--- src/rtl/fetch_unit.sv ---
// Instruction-fetch initiator: PC, 2-entry fetched-word FIFO, redirect/flush, fault tagging.
// Latency: a word fetched in cycle N is presented to decode in cycle N+1 (registered FIFO head).
// Backpressure: inst_ready low fills the FIFO to 2 entries, then fetch stalls with pc held.
module fetch_unit #(
  parameter int                      ADDRESS_SIZE = 32,
  parameter logic [ADDRESS_SIZE-1:0] BOOT_ADDRESS = 'h1000,
  parameter int                      MEM_SIZE     = 32'h1000,
  parameter int                      PC_STEP      = 4
) (
  input  logic                    clk,
  input  logic                    reset,
  output logic [ADDRESS_SIZE-1:0] imem_address,
  input  logic [ADDRESS_SIZE-1:0] imem_instruction,
  input  logic                    redirect,
  input  logic [ADDRESS_SIZE-1:0] redirect_pc,
  input  logic                    inst_ready,
  output logic                    inst_valid,
  output logic [ADDRESS_SIZE-1:0] inst,
  output logic [ADDRESS_SIZE-1:0] inst_pc,
  output logic                    inst_fault
);

  localparam logic [ADDRESS_SIZE-1:0] LAST_ADDRESS =
    BOOT_ADDRESS + ADDRESS_SIZE'(MEM_SIZE) - ADDRESS_SIZE'(4);
  localparam logic [ADDRESS_SIZE-1:0] STEP = ADDRESS_SIZE'(PC_STEP);

  typedef struct packed {
    logic [ADDRESS_SIZE-1:0] pc;
    logic [ADDRESS_SIZE-1:0] word;
    logic                    fault;
  } entry_t;

  logic [ADDRESS_SIZE-1:0] pc;
  logic                    halted;

  entry_t                  slot [2];
  logic                    wr_ptr;
  logic                    rd_ptr;
  logic [1:0]              count;

  logic                    deq;
  logic                    fetch_en;
  logic                    fetch_fault;
  entry_t                  new_entry;
  entry_t                  head;

  assign imem_address = pc;

  // A fetch faults when it lies outside the window or is not word aligned.
  assign fetch_fault = (pc < BOOT_ADDRESS) || (pc > LAST_ADDRESS) || (pc[1:0] != 2'b00);

  assign head       = slot[rd_ptr];
  assign inst_valid = (count != 2'd0);
  assign inst       = head.word;
  assign inst_pc    = head.pc;
  assign inst_fault = head.fault;

  assign deq      = inst_valid & inst_ready;
  assign fetch_en = !halted && !redirect && ((count != 2'd2) || deq);

  always_comb begin
    new_entry       = '0;
    new_entry.pc    = pc;
    new_entry.fault = fetch_fault;
    new_entry.word  = fetch_fault ? '0 : imem_instruction;
  end

  // PC and halt state; a faulting fetch freezes the PC until redirect or reset.
  always_ff @(posedge clk or posedge reset) begin
    if (reset) begin
      pc     <= BOOT_ADDRESS;
      halted <= 1'b0;
    end else if (redirect) begin
      pc     <= redirect_pc;
      halted <= 1'b0;
    end else if (fetch_en) begin
      if (fetch_fault) begin
        halted <= 1'b1;
      end else begin
        pc <= pc + STEP;
      end
    end
  end

  // Two-entry FIFO; redirect discards everything, including a word fetched this cycle.
  always_ff @(posedge clk or posedge reset) begin
    if (reset) begin
      for (int i = 0; i < 2; i++) begin
        slot[i] <= '0;
      end
      wr_ptr <= 1'b0;
      rd_ptr <= 1'b0;
      count  <= 2'd0;
    end else if (redirect) begin
      wr_ptr <= 1'b0;
      rd_ptr <= 1'b0;
      count  <= 2'd0;
    end else begin
      if (fetch_en) begin
        slot[wr_ptr] <= new_entry;
        wr_ptr       <= ~wr_ptr;
      end
      if (deq) begin
        rd_ptr <= ~rd_ptr;
      end
      case ({fetch_en, deq})
        2'b10:   count <= count + 2'd1;
        2'b01:   count <= count - 2'd1;
        default: count <= count;
      endcase
    end
  end

endmodule
--- config.mk ---
export PLATFORM = sky130hd
export DESIGN_NAME = fetch_unit
export DESIGN_NICKNAME = d
export VERILOG_FILES = /design/src/rtl/fetch_unit.sv
export SDC_FILE = /design/constraint.sdc
export NUM_CORES = 1
export LEC_CHECK = 0
export CAP_MARGIN = 15
export CORE_MARGIN = 5
export CORE_UTILIZATION = 46
export DETAILED_ROUTE_END_ITERATION = 12
export PLACE_DENSITY = 0.87
export SLEW_MARGIN = 20
export SYNTH_ARGS = -nofsm -noshare
export SYNTH_HDL_FRONTEND = slang
export SYNTH_SLANG_ARGS = --single-unit
--- constraint.sdc ---
create_clock -name clk -period 6.89 [get_ports clk]
set_clock_uncertainty 0.05 [all_clocks]
set_input_delay 2.067 -clock clk [delete_from_list [all_inputs] [get_ports clk]]
set_output_delay 2.067 -clock clk [all_outputs]
set_load 0.02 [all_outputs]
==> results of run 1 <==
==> logic make-up (layout without fill, tap and decap cells) <==
kind of cell | after synthesis | count (layout) | synth area share
buffers and inverters | 115 | 239 | 0.07357
xor gates and xnor gates | 2 | 2 | 0.002244
AOI/OAI and AO/OA | 98 | 98 | 0.08848
and+or+nand+nor | 134 | 134 | 0.08367
muxes | 149 | 149 | 0.2149
DFF | 167 | 167 | 0.5355
adders and majority gates | 1 | 1 | 0.001603
==> cells in the mapped netlist (8+ instances only) <==
master / n
or4_1: 8
nand3_1: 11
dfrtp_1: 166
nor2_1: 17
inv_1: 35
clkbuf_1: 30
o21ai_0: 11
nand2_1: 74
buf_4: 33
o31ai_1: 71
buf_2: 15
a31oi_1: 10
mux2_2: 149
==> report_power, final <==
group | internal [mW] | switching (mW) | leakage [nW]
sequential | 1.11 | 0.0893 | 2.10
combinational | 0.321 | 0.265 | 1.82
clock | 0.610 | 0.370 | 0.299
==> registers in the layout, indices dropped and copies added (netlist names) <==
name	cells
count	2
imem_address	32
halted	1
slot	130
wr_ptr	1
rd_ptr	1
==> routing by layer <==
metal | track usage | vias up | routed length, µm
li1 | - | 2561 | -
met5 | 0 | - | 0
met1 | 0.2190 | 2654 | 7211
met4 | 0.06374 | 0 | 394
met2 | 0.3012 | 161 | 8525
met3 | 0.05624 | 31 | 1154
==> final cells by class <==
type                            count  area [µm²]
Sequential cell                   167        4182
Tap cell                          220       275.3
Clock inverter                     10       153.9
Timing Repair Buffer              173        1724
Clock buffer                       20       446.7
Inverter                           36       142.6
Fill cell                        1303        6654
Multi-Input combinational cell    384        3064
==> worst max-delay path: cells and delay by family, from the launching register on <==
kind	cells	cell delay, ns
DFF	1	0.41
muxes	1	0.45
buffers and inverters	2	1.27
==> worst paths after layout <==
check / startpoint / slack, ns / endpoint
setup / recovery: rd_ptr$_DFFE_PP0P_ / 2.21 / inst[3]
hold / removal: slot[82]$_DFFE_PP0P_ / 0.42 / slot[82]$_DFFE_PP0P_
setup reg to reg: imem_address[1]$_DFFE_PP0P_ / 4.20 / imem_address[11]$_DFFE_PP0P_
hold reg to reg: slot[82]$_DFFE_PP0P_ / 0.42 / slot[82]$_DFFE_PP0P_
max in group asynchronous: reset / 3.77 / imem_address[16]$_DFFE_PP0P_
min in group asynchronous: reset / 2.15 / slot[77]$_DFFE_PP0P_
==> flow_metrics.py, run 1 <==
metrics = {
    "sta": {
        "fin_crit_sh": 0.6786,
        "setup_viol": 0,
        "slew_viol_final": 0,
        "fmax_mhz": 213.9,
        "rsz0062_at_grt": "false",
        "maxSlewHeadroom": 0.4074,
        "hold_viol": 0,
        "worst_slew_pin_slew_ns": 0.8889,
        "whs_ns": 0.4202,
        "setup_slack_ns": 2.214,
        "fin_setup_tns_ns": 0,
        "period_minus_slack_ns": 4.676,
    },
    "synthesis": {
        "synth_area_um2": 7806,
        "syn-instance-count": 666,
        "synthTopCellsByArea": "dfrtp_1 53%, mux2_2 21%, o31ai_1 6.8%, nand2_1 3.6%, buf_4 3.2%",
        "synth_area_leader_cell": "dfrtp_1",
        "ys_seq_area_frac": 0.5355,
        "ys_ff_latch": 167,
        "yosys_warnings": 0,
        "synth.avg_cell_area_um2": 11.72,
        "synthArstFlopShare": 1.000,
        "synth.distinct_cells": 36,
        "synth_edf_count": 0,
        "ys.flop_type": "dfrtp_1",
        "syn_nets": 735,
        "synth_top_area_share": 0.5321,
    },
    "clocking": {
        "clockRootBuffer": "clkbuf_16",
        "cts_made_buffers": 17,
        "clk_path_buf_depth": 2,
        "cts_resized": 0,
        "htreeDepth": 4,
        "path_clk_slew_ns": 0.06,
        "clock-sinks": 167,
        "cts_tree": "yes",
        "post_cts_buffers": 0,
        "insertion_delay_ns": 0.42,
        "holdBufCountCts": 0,
    },
    "setup_path": {
        "reg2reg_depth": 4,
        "cp.arrival_ns": 2.56,
        "end_kind": "output port",
        "crit_slowest_cell": "buf_4",
        "cpPeakStageDelay_ns": 0.72,
        "crit_fanout": 62,
        "critical_path_class": "reg2out",
        "critPathRequiredTime_ns": 4.77,
        "critical_path.cell_chain": "buf_4 > mux2_2 > clkdlybuf4s50_1",
        "cp-start-kind": "register",
    },
    "floorplanning": {
        "die-width_um": 140.3,
        "io_pins": 166,
        "dieArea_um2": 19680,
        "die_h_um": 140.3,
        "core_um2": 16640,
        "rows": 47,
        "start_util": 0.4691,
    },
    "pwr": {
        "vdd_drop_max_mv": 0.1727,
        "p_total_mw": 2.767,
        "power.density_nw_per_um2": 277.0,
        "leakagePower_nw": 4.224,
    },
    "place": {
        "dpl.hpwl_mm": 11.40,
        "dp_cells": 980,
        "gp_congestion": 0.8110,
        "numPortBuffers": 165,
        "place_ws_ns": 2.158,
        "placed_area_um2": 9385,
    },
    "drt": {
        "routed_wl_mm": 17.29,
        "drt-initial-drc-count": 277,
        "avgViaCountPerCell": 5.353,
        "antenna_left": 0,
        "remaining_drc_errors": 0,
        "wl_per_cell_um": 17.11,
        "drt-pass1-iter-count": 4,
        "vias": 5407,
    },
    "finish": {
        "drive_above_1_share": 0.2456,
        "utilization": 0.6002,
        "syn_to_final_growth_pct": 27.95,
        "most-common-layout-cells": "165 x dfrtp_1, 165 x clkdlybuf4s50_1, 149 x mux2_2",
        "diodes": 0,
        "final_area_um2": 9988,
        "fin_nets": 848,
        "final_cells": 1010,
    },
    "grt": {
        "grt_max_degree": 115,
        "grt_use_total": 0.1795,
        "grt_pass1_vias": 5636,
        "grt-ovfl-total": 0,
        "grt_pass1_wl_mm": 28.70,
        "grt_antenna_before_repair": 0,
    },
    "worst_hold_path": {
        "whs_path_depth": 2,
        "hp-class": "reg2reg",
    },
    "flow_run": {
        "maxCapViolCount": 0,
    },
    "run_status": {
        "outcome": "complete, no violations",
    },
}
(Power assumes the default switching activity.)
==> inputs of run 2 (changes only) <==
- clock period: 6.89 -> 4.3 ns (I/O delays scaled with it)
==> flow_metrics.py, run 2 (same netlist as run 1, synthesis figures left out) <==
metrics = {
    "pwr": {
        "leakagePower_nw": 4.228,
        "sequentialPowerShare": 0.440,
        "p_clk_frac": 0.342,
        "vdd_drop_max_mv": 0.2840,
        "p_total_mw": 4.362,
        "swShare": 0.2693,
        "power.net_switching_mw": 1.174,
        "power.density_nw_per_um2": 434.9,
        "power_frac_comb": 0.218,
        "internal-power_mw": 3.187,
    },
    "drt": {
        "remaining_drc_errors": 0,
        "wl_per_cell_um": 17.19,
        "avgViaCountPerCell": 5.360,
        "drt-initial-drc-count": 218,
        "routed_wl_mm": 17.45,
        "antenna_left": 0,
        "vias": 5440,
        "drt-pass1-iter-count": 4,
    },
    "finish": {
        "largest_register_ff_count": 130,
        "diodes": 0,
        "drive_above_1_share": 0.2503,
        "fin_nets": 851,
        "multi_input_area_um2": 3064,
        "most-common-layout-cells": "165 x dfrtp_1, 165 x clkdlybuf4s50_1, 149 x mux2_2",
        "largest-register": "slot",
        "final_cells": 1015,
        "syn_to_final_growth_pct": 28.48,
        "seq_area_um2": 4182,
        "fillers": 1305,
    },
    "worst_hold_path": {
        "hp-class": "reg2reg",
    },
    "grt": {
        "grtUsageMet1": 0.2238,
        "grt-ovfl-total": 0,
        "grt_pass1_vias": 5774,
        "met3_usage": 0.05896,
        "grt_max_degree": 67,
        "gr-usage-met2": 0.2981,
        "grt_use_total": 0.1807,
        "grt_pass1_wl_mm": 29.04,
        "top_usage_layer": "met2",
        "grt_antenna_before_repair": 0,
    },
    "clocking": {
        "cts_made_buffers": 17,
        "clock-sinks": 167,
        "cts_resized": 0,
        "path_clk_slew_ns": 0.06,
        "cts_tree": "yes",
        "clk_path_buf_depth": 2,
        "post_cts_buffers": 0,
        "clockRootBuffer": "clkbuf_16",
        "holdBufCountCts": 0,
        "htreeDepth": 4,
        "insertion_delay_ns": 0.41,
    },
    "flow_run": {
        "maxCapViolCount": 0,
    },
    "floorplanning": {
        "rows": 47,
        "io_pins": 166,
        "die_h_um": 140.3,
        "core_um2": 16640,
        "start_util": 0.4691,
        "dieArea_um2": 19680,
        "die-width_um": 140.3,
    },
    "setup_path": {
        "crit_fanout": 65,
        "end_kind": "output port",
        "cp.arrival_ns": 2.14,
        "critPathRequiredTime_ns": 2.96,
        "critical_path_class": "reg2out",
        "cp-start-kind": "register",
    },
    "sta": {
        "fmax_mhz": 287.6,
        "period_minus_slack_ns": 3.477,
        "whs_ns": 0.4177,
        "worst_slew_pin_slew_ns": 0.8538,
        "slew_viol_final": 0,
        "setup_viol": 0,
        "fin_crit_sh": 0.8087,
        "fin_setup_tns_ns": 0,
        "rsz0062_at_grt": "false",
        "maxSlewHeadroom": 0.4291,
        "hold_viol": 0,
    },
    "place": {
        "dpl.hpwl_mm": 11.54,
        "gp_congestion": 0.8166,
        "dp_cells": 983,
        "numPortBuffers": 165,
    },
    "run_status": {
        "outcome": "complete, no violations",
    },
}
[run 2: cell types whose count changed in the layout (fill, tap and decap cells not counted)]
| cell | before | now |
|---|---|---|
| clkinvlp_4 | 0 | 3 |
| inv_8 | 1 | 0 |
| clkinv_4 | 1 | 4 |
| clkinv_2 | 5 | 3 |
| bufinv_16 | 4 | 2 |
| buf_12 | 1 | 4 |
| clkbuf_8 | 1 | 2 |
[run 2: stage by stage]
step,cell area [µm²],setup WS (ns),utilization
6_report,10030,0.8228,0.6027
5_1_grt,10030,0.7289,0.6027
4_1_cts,10030,0.7624,0.6027
3_5_place_dp,9444,0.5753,0.5675
3_3_place_gp,9444,0.6745,0.5675
2_1_floorplan,7810,0.8341,-
[run 2: cell type report]
| cell class | count | area share |
|---|---|---|
| clock buffer | 21 | 0.04591 |
| clock inverter | 11 | 0.01248 |
| inverter | 36 | 0.01385 |
| multi-input combinational | 384 | 0.3055 |
| sequential | 167 | 0.4169 |
| tap | 220 | 0.02745 |
| timing repair buffer | 176 | 0.1779 |
[run 2: path summary, 6_finish.rpt]
check                                             from                            to  slack, ns  cells after the start
hold reg to reg                   slot[30]$_DFFE_PP0P_          slot[30]$_DFFE_PP0P_       0.42                      2
hold / removal                    slot[30]$_DFFE_PP0P_          slot[30]$_DFFE_PP0P_       0.42                      2
max in group asynchronous                        reset          slot[47]$_DFFE_PP0P_       2.13                      3
min in group asynchronous                        reset  imem_address[26]$_DFFE_PP0P_       1.30                      2
setup reg to reg           imem_address[1]$_DFFE_PP0P_   imem_address[6]$_DFFE_PP0P_       1.55                      4
setup / recovery                    rd_ptr$_DFFE_PP0P_                    inst_fault       0.82                      3
[run 2: routing by layer]
| layer | wire length, µm | vias to the layer above |
|---|---|---|
| li1 | - | 2569 |
| met1 | 7343 | 2674 |
| met2 | 8545 | 167 |
| met3 | 1210 | 30 |
| met4 | 352 | 0 |
| met5 | 0 | - |
[run 2: power by group through the flow]
stage | registers, mW | logic, mW | clock network [mW]
2_1_floorplan | 1.89 | 0.623 | 0
3_3_place_gp | 1.93 | 0.944 | 0
3_5_place_dp | 1.94 | 0.958 | 0
4_1_cts | 1.92 | 0.969 | 1.52
5_1_grt | 1.95 | 1.03 | 1.59
6_report | 1.92 | 0.952 | 1.49
[run 2: worst max-delay path: stages, from the launching register on]
cell             delay, ns
dfrtp_2               0.39
buf_12                0.35
mux2_2                0.38
clkdlybuf4s50_1       0.59
